`config.mk`:
```
export PLATFORM = sky130hd
export DESIGN_NAME = mem_lsu
export DESIGN_NICKNAME = d
export VERILOG_FILES = /design/src/rtl/mem_lsu.sv
export SDC_FILE = /design/constraint.sdc
export NUM_CORES = 1
export LEC_CHECK = 0
export ABC_AREA = 1
export CAP_MARGIN = 20
export CORE_AREA = 2 2 147 149
export CTS_CLUSTER_DIAMETER = 200
export DETAILED_ROUTE_END_ITERATION = 10
export DIE_AREA = 0 0 149 151
export GPL_ROUTABILITY_DRIVEN = 0
export PLACE_DENSITY = 0.77
export SLEW_MARGIN = 10
export SYNTH_ARGS = -nofsm -noshare
export SYNTH_HDL_FRONTEND = slang
export SYNTH_SLANG_ARGS = --single-unit
```
`constraint.sdc`:
```
create_clock -name clk -period 2.2 [get_ports clk]
set_input_delay 0.22 -clock clk [delete_from_list [all_inputs] [get_ports clk]]
set_output_delay 0.22 -clock clk [all_outputs]
set_load 0.02 [all_outputs]
```
`src/rtl/mem_lsu.sv`:
```
// rtl/mem_lsu.sv - MIPS memory stage: writeback pass-through plus req/ack data-memory loads and stores
module mem_lsu #(
  parameter int ADDR_W      = 32,
  parameter int REG_ADDR_W  = 5,
  parameter int TIMEOUT_CYC = 16
) (
  input  logic                  clk,
  input  logic                  rst,
  input  logic                  i_valid,
  input  logic                  i_wreg,
  input  logic [REG_ADDR_W-1:0] i_wreg_addr,
  input  logic [31:0]           i_wreg_data,
  input  logic                  i_whilo,
  input  logic [31:0]           i_hi,
  input  logic [31:0]           i_lo,
  input  logic [3:0]            i_mem_op,
  input  logic [ADDR_W-1:0]     i_mem_addr,
  input  logic [31:0]           i_mem_wdata,
  output logic                  o_stall,
  output logic                  dm_req,
  output logic                  dm_we,
  output logic [ADDR_W-1:0]     dm_addr,
  output logic [3:0]            dm_be,
  output logic [31:0]           dm_wdata,
  input  logic                  dm_ack,
  input  logic [31:0]           dm_rdata,
  output logic                  o_valid,
  output logic                  o_wreg,
  output logic [REG_ADDR_W-1:0] o_wreg_addr,
  output logic [31:0]           o_wreg_data,
  output logic                  o_whilo,
  output logic [31:0]           o_hi,
  output logic [31:0]           o_lo,
  output logic                  o_addr_err,
  output logic                  o_bus_err
);

  localparam int CNT_W = (TIMEOUT_CYC > 2) ? $clog2(TIMEOUT_CYC) : 1;
  localparam logic [CNT_W-1:0] CNT_LAST = CNT_W'((TIMEOUT_CYC > 0) ? TIMEOUT_CYC - 1 : 0);

  typedef enum logic {IDLE, BUSY} state_t;

  state_t           state;
  logic [CNT_W-1:0] tcnt;
  logic [3:0]       op_q;
  logic [1:0]       lane_q;

  logic        is_load, is_store, is_mem, misaligned, timeout_hit, done;
  logic [3:0]  st_be;
  logic [31:0] st_wdata, ld_data;
  logic [7:0]  ld_byte;
  logic [15:0] ld_half;

  always_comb begin
    is_load     = i_mem_op inside {[4'd1:4'd5]};
    is_store    = i_mem_op inside {[4'd6:4'd8]};
    is_mem      = is_load || is_store;
    misaligned  = ((i_mem_op == 4'd3 || i_mem_op == 4'd4 || i_mem_op == 4'd7) && i_mem_addr[0]) ||
                  ((i_mem_op == 4'd5 || i_mem_op == 4'd8) && (i_mem_addr[1:0] != 2'b00));
    timeout_hit = (TIMEOUT_CYC != 0) && (state == BUSY) && (tcnt == CNT_LAST) && !dm_ack;
    done        = (state == BUSY) && (dm_ack || timeout_hit);
    o_stall     = (state == IDLE) ? (i_valid && is_mem && !misaligned) : !(dm_ack || timeout_hit);
  end

  // Store data is replicated across lanes so memory only needs the byte enables.
  always_comb begin
    st_be    = 4'b1111;
    st_wdata = i_mem_wdata;
    case (i_mem_op)
      4'd6: begin
        st_be    = 4'b0001 << i_mem_addr[1:0];
        st_wdata = {4{i_mem_wdata[7:0]}};
      end
      4'd7: begin
        st_be    = i_mem_addr[1] ? 4'b1100 : 4'b0011;
        st_wdata = {2{i_mem_wdata[15:0]}};
      end
      default: ;
    endcase
  end

  always_comb begin
    ld_byte = dm_rdata[{lane_q, 3'b000} +: 8];
    ld_half = lane_q[1] ? dm_rdata[31:16] : dm_rdata[15:0];
    case (op_q)
      4'd1:    ld_data = {{24{ld_byte[7]}}, ld_byte};
      4'd2:    ld_data = {24'b0, ld_byte};
      4'd3:    ld_data = {{16{ld_half[15]}}, ld_half};
      4'd4:    ld_data = {16'b0, ld_half};
      default: ld_data = dm_rdata;
    endcase
  end

  always_ff @(posedge clk) begin
    if (rst) begin
      state       <= IDLE;
      tcnt        <= '0;
      op_q        <= '0;
      lane_q      <= '0;
      dm_req      <= 1'b0;
      dm_we       <= 1'b0;
      dm_addr     <= '0;
      dm_be       <= '0;
      dm_wdata    <= '0;
      o_valid     <= 1'b0;
      o_wreg      <= 1'b0;
      o_wreg_addr <= '0;
      o_wreg_data <= '0;
      o_whilo     <= 1'b0;
      o_hi        <= '0;
      o_lo        <= '0;
      o_addr_err  <= 1'b0;
      o_bus_err   <= 1'b0;
    end else begin
      o_valid    <= 1'b0;
      o_wreg     <= 1'b0;
      o_whilo    <= 1'b0;
      o_addr_err <= 1'b0;
      o_bus_err  <= 1'b0;
      case (state)
        IDLE: begin
          if (i_valid) begin
            if (is_mem && !misaligned) begin
              state    <= BUSY;
              tcnt     <= '0;
              dm_req   <= 1'b1;
              dm_we    <= is_store;
              dm_addr  <= {i_mem_addr[ADDR_W-1:2], 2'b00};
              dm_be    <= st_be;
              dm_wdata <= st_wdata;
              op_q     <= i_mem_op;
              lane_q   <= i_mem_addr[1:0];
            end else begin
              // A misaligned access retires immediately with no architectural writes.
              o_valid     <= 1'b1;
              o_wreg      <= i_wreg && !is_mem;
              o_whilo     <= i_whilo && !is_mem;
              o_addr_err  <= is_mem;
              o_wreg_addr <= i_wreg_addr;
              o_wreg_data <= i_wreg_data;
              o_hi        <= i_hi;
              o_lo        <= i_lo;
            end
          end
        end
        BUSY: begin
          if (done) begin
            state       <= IDLE;
            tcnt        <= '0;
            dm_req      <= 1'b0;
            o_valid     <= 1'b1;
            o_bus_err   <= timeout_hit;
            o_wreg      <= i_wreg && !dm_we && !timeout_hit;
            o_whilo     <= i_whilo && !timeout_hit;
            o_wreg_addr <= i_wreg_addr;
            o_wreg_data <= dm_we ? i_wreg_data : ld_data;
            o_hi        <= i_hi;
            o_lo        <= i_lo;
          end else begin
            tcnt <= tcnt + 1'b1;
          end
        end
        default: state <= IDLE;
      endcase
    end
  end

endmodule

```
==> results.py, run 1 <==
metrics = {
    "synth": {
        "synth_area_leader_cell": "dfxtp_1",
        "synth_cell_type_count": 32,
        "synth_cells": 1196,
        "seq_area_frac_synth_pct": 45.4,
        "yosysWarnings": 0,
        "syn_avg_cell_area_um2": 6.83,
        "ys_ff_latch": 185,
        "synth_top_area_share_pct": 45.4,
        "netlist_area_um2": 8170,
        "synth_area_leaders": "dfxtp_1 (45%), nand2_1 (22%), nand3_1 (7.5%)",
    },
    "global_route": {
        "grt_overflow_total": 0,
        "grt_pass1_vias": 8848,
        "grt_pass1_wl_um": 46300,
        "grt_max_degree": 81,
        "antenna_found_initial": 5,
        "grtUsageTotal_pct": 26.3,
    },
    "clock_network": {
        "cts_max_level": 4,
        "postCtsResizedCells": 1,
        "cts-root-buf": "clkbuf_16",
        "post_cts_buffers": 0,
        "clkTransAtPathRegs_ns": 0.08,
        "cts-hold-fix-buffers": 0,
        "cts.sinks": 185,
        "cts_tree": "yes",
        "clock_latency_ns": 0.44,
        "clock_path_buffers": 2,
        "cts_buffers": 17,
    },
    "finish": {
        "final_cell_mix": "nand2_1 (481), clkdlybuf4s50_1 (379), dfxtp_1 (185)",
        "n_fill_cell": 1871,
        "regArea_um2": 3700,
        "drive_above_1_share_pct": 6.27,
        "final_nets": 1773,
        "final_common_cell": "nand2_1",
        "area_delta_synth_final_pct": 59.1,
        "multi_input_area_um2": 3850,
    },
    "routing": {
        "ant_nets": 0,
        "first_iter_violations": 550,
        "totalWireLength_um": 30400,
        "viasPerCell": 4.99,
        "post_drt_wl_per_cell_um": 16.4,
        "drt_first_pass_iters": 5,
        "drc": 0,
        "routed-via-count": 9262,
    },
    "pwr": {
        "p_per_area_nw_per_um2": 703,
        "power.share.switching_pct": 31.9,
        "max-vdd-ir-drop_uv": 505,
        "power_w": 0.00913,
        "p_comb_share_pct": 25.3,
        "internal-power_w": 0.00622,
        "power_switching_w": 0.00291,
        "seq_power_share_pct": 40.8,
        "power_leakage_nw": 5.50,
        "clkPwrFrac_pct": 33.8,
    },
    "worst_setup_path": {
        "critPathCaptureType": "output pin",
        "crit_path_frequent_cell": "nand2_1",
        "critPathMaxFanout": 4,
        "reg2reg_depth": 10,
        "start_kind": "flop",
        "cp_slowest_cell": "dfxtp_1",
        "cp.required_ns": 1.98,
        "reg2reg_to": "o_wreg_addr[0]",
        "critPathArrivalTime_ns": 1.82,
        "slowest_delay_ns": 0.34,
        "path_cells": "ha_1, nand4_1, nand2_1, nor2_1, inv_1, nand2_1, dlygate4sd2_1",
        "r2r-start": "tcnt[0]",
        "reg2reg_slack_ns": 0.17,
        "crit_type": "flop to output pin",
    },
    "sta": {
        "max_slew_margin_pct": 45.3,
        "rsz0062_at_grt": "false",
        "tightest_slew_ns": 0.820,
        "fin_ws_ns": 0.156,
        "final-setup-viol-count": 0,
        "drv_slew": 0,
        "fin_setup_tns_ns": 0,
        "fmax_mhz": 489,
        "period_share_pct": 92.9,
        "final_hold_viol_count": 0,
        "clock_skew_ns": 0.0167,
        "period_minus_slack_ns": 2.04,
    },
    "floorplan": {
        "start_util_pct": 39.2,
        "fp.dieW_um": 149,
        "die_area_um2": 22500,
        "fp.coreArea_um2": 20800,
        "die_h_um": 151,
        "rows": 53,
        "num_io_pins": 384,
    },
    "min_path": {
        "hold_start": "rst",
        "hold_end": "dm_wdata[27]",
        "min_path_cells": 2,
        "hold_class": "input port to flop",
    },
    "placed_design": {
        "portBuffers": 381,
        "place_hpwl_um": 23000,
        "pre_cts_slack_ns": -0.252,
    },
    "run_status": {
        "status": "completed",
    },
    "flow_run": {
        "maxCapViolCount": 0,
    },
}
[flip-flops by register name, indices dropped and copies added (netlist names), 2 cells and up]
register     flops
dm_wdata        32
tcnt             4
dm_addr         30
dm_be            4
op_q             4
o_hi            32
o_wreg_data     32
lane_q           2
o_wreg_addr      5
o_lo            32
[worst max path at each step]
stage | start | to | slack [ns] | depth (start not counted)
after floorplan | i_mem_op[0] | o_stall | 0.57 | 10
after global placement | i_mem_op[2] | op_q[1] | -0.14 | 12
after detailed placement | i_mem_op[3] | dm_wdata[9] | -0.25 | 12
after CTS | tcnt[0] | o_stall | 0.12 | 7
after global routing | i_mem_op[3] | op_q[1] | 0.002 | 12
final | tcnt[0] | o_stall | 0.16 | 7
[through the flow]
| stage | cells | area [um^2] | hold slack (ns) | util, % |
|---|---|---|---|---|
| 2_1_floorplan | 1197 | 8170 | 0.299 | - |
| 6_report | 1856 | 13000 | 0.225 | 62.4 |
| 3_5_place_dp | 1821 | 12400 | 0.438 | 59.5 |
| 4_1_cts | 1853 | 13000 | 0.223 | 62.3 |
| 5_1_grt | 1855 | 13000 | 0.243 | 62.4 |
| 3_3_place_gp | 1821 | 12400 | 0.435 | 59.5 |
[cell families (layout without fill, tap and decap cells)]
| logic type | count (synthesis) | after routing | share of synthesized area (%) |
|---|---|---|---|
| compound gates | 175 | 175 | 11.2 |
| buf+inv | 137 | 518 | 7.63 |
| fa+ha+maj | 1 | 1 | 0.153 |
| flops | 185 | 185 | 45.4 |
| other cells | 1 | 5 | 0.0459 |
| simple gates | 696 | 696 | 35.5 |
| xor+xnor | 1 | 1 | 0.107 |
[final cells by class]
| type | count | area share, % |
|---|---|---|
| Inverter | 59 | 1.72 |
| Timing Repair Buffer | 427 | 32.7 |
| Multi-Input combinational cell | 875 | 29.7 |
| Tap cell | 275 | 2.65 |
| Sequential cell | 185 | 28.5 |
| Antenna cell | 3 | 0.0578 |
| Clock buffer | 17 | 3.27 |
| Clock inverter | 15 | 1.37 |
[power by group through the flow]
stage | sequential (W) | combinational (W) | clock, W
3_3_place_gp | 0.00380 | 0.00229 | 0
6_report | 0.00373 | 0.00231 | 0.00309
3_5_place_dp | 0.00381 | 0.00231 | 0
5_1_grt | 0.00376 | 0.00250 | 0.00328
4_1_cts | 0.00373 | 0.00232 | 0.00315
2_1_floorplan | 0.00409 | 0.000837 | 0
[synthesized netlist by cell type]
master	n
nand2_1	481
dfxtp_1	185
nand3_1	123
a21oi_1	95
nor2_1	56
inv_1	54
o21ai_0	47
clkbuf_1	43
buf_2	18
o22ai_1	17
nand3b_1	14
buf_4	9
o211ai_1	8
o21ai_1	8
inv_2	4
nand4_1	4
nor3_1	4
buf_8	3
nand2_2	3
nand2_4	3
or2_2	3
buf_1	2
buf_6	2
nor2_2	2
clkbuf_2	1
conb_1	1
ha_1	1
inv_4	1
nand3_2	1
nor2_4	1
nor3_2	1
xor2_1	1
[worst max-delay path, delay by kind of cell (launching register included)]
family	cells	cell delay (ns)
adders and majority gates	1	0.23
buffers and inverters	2	0.41
DFF	1	0.34
and+or+nand+nor	4	0.42
[per-layer routing]
layer	track usage (%)	up-vias	share of wire [%]
met5	0	-	0.089
met4	10.5	4	3.0
met3	9.34	63	9.6
met2	47.4	371	50
met1	28.0	4239	37
li1	-	4585	-
(Power assumes the default switching activity.)
==> run 2: changes to the inputs <==
Settings changed: SLEW_MARGIN 10 to 5.
==> results of run 2 <==
Final layout, timing and power as in run 1 (identical DEF).
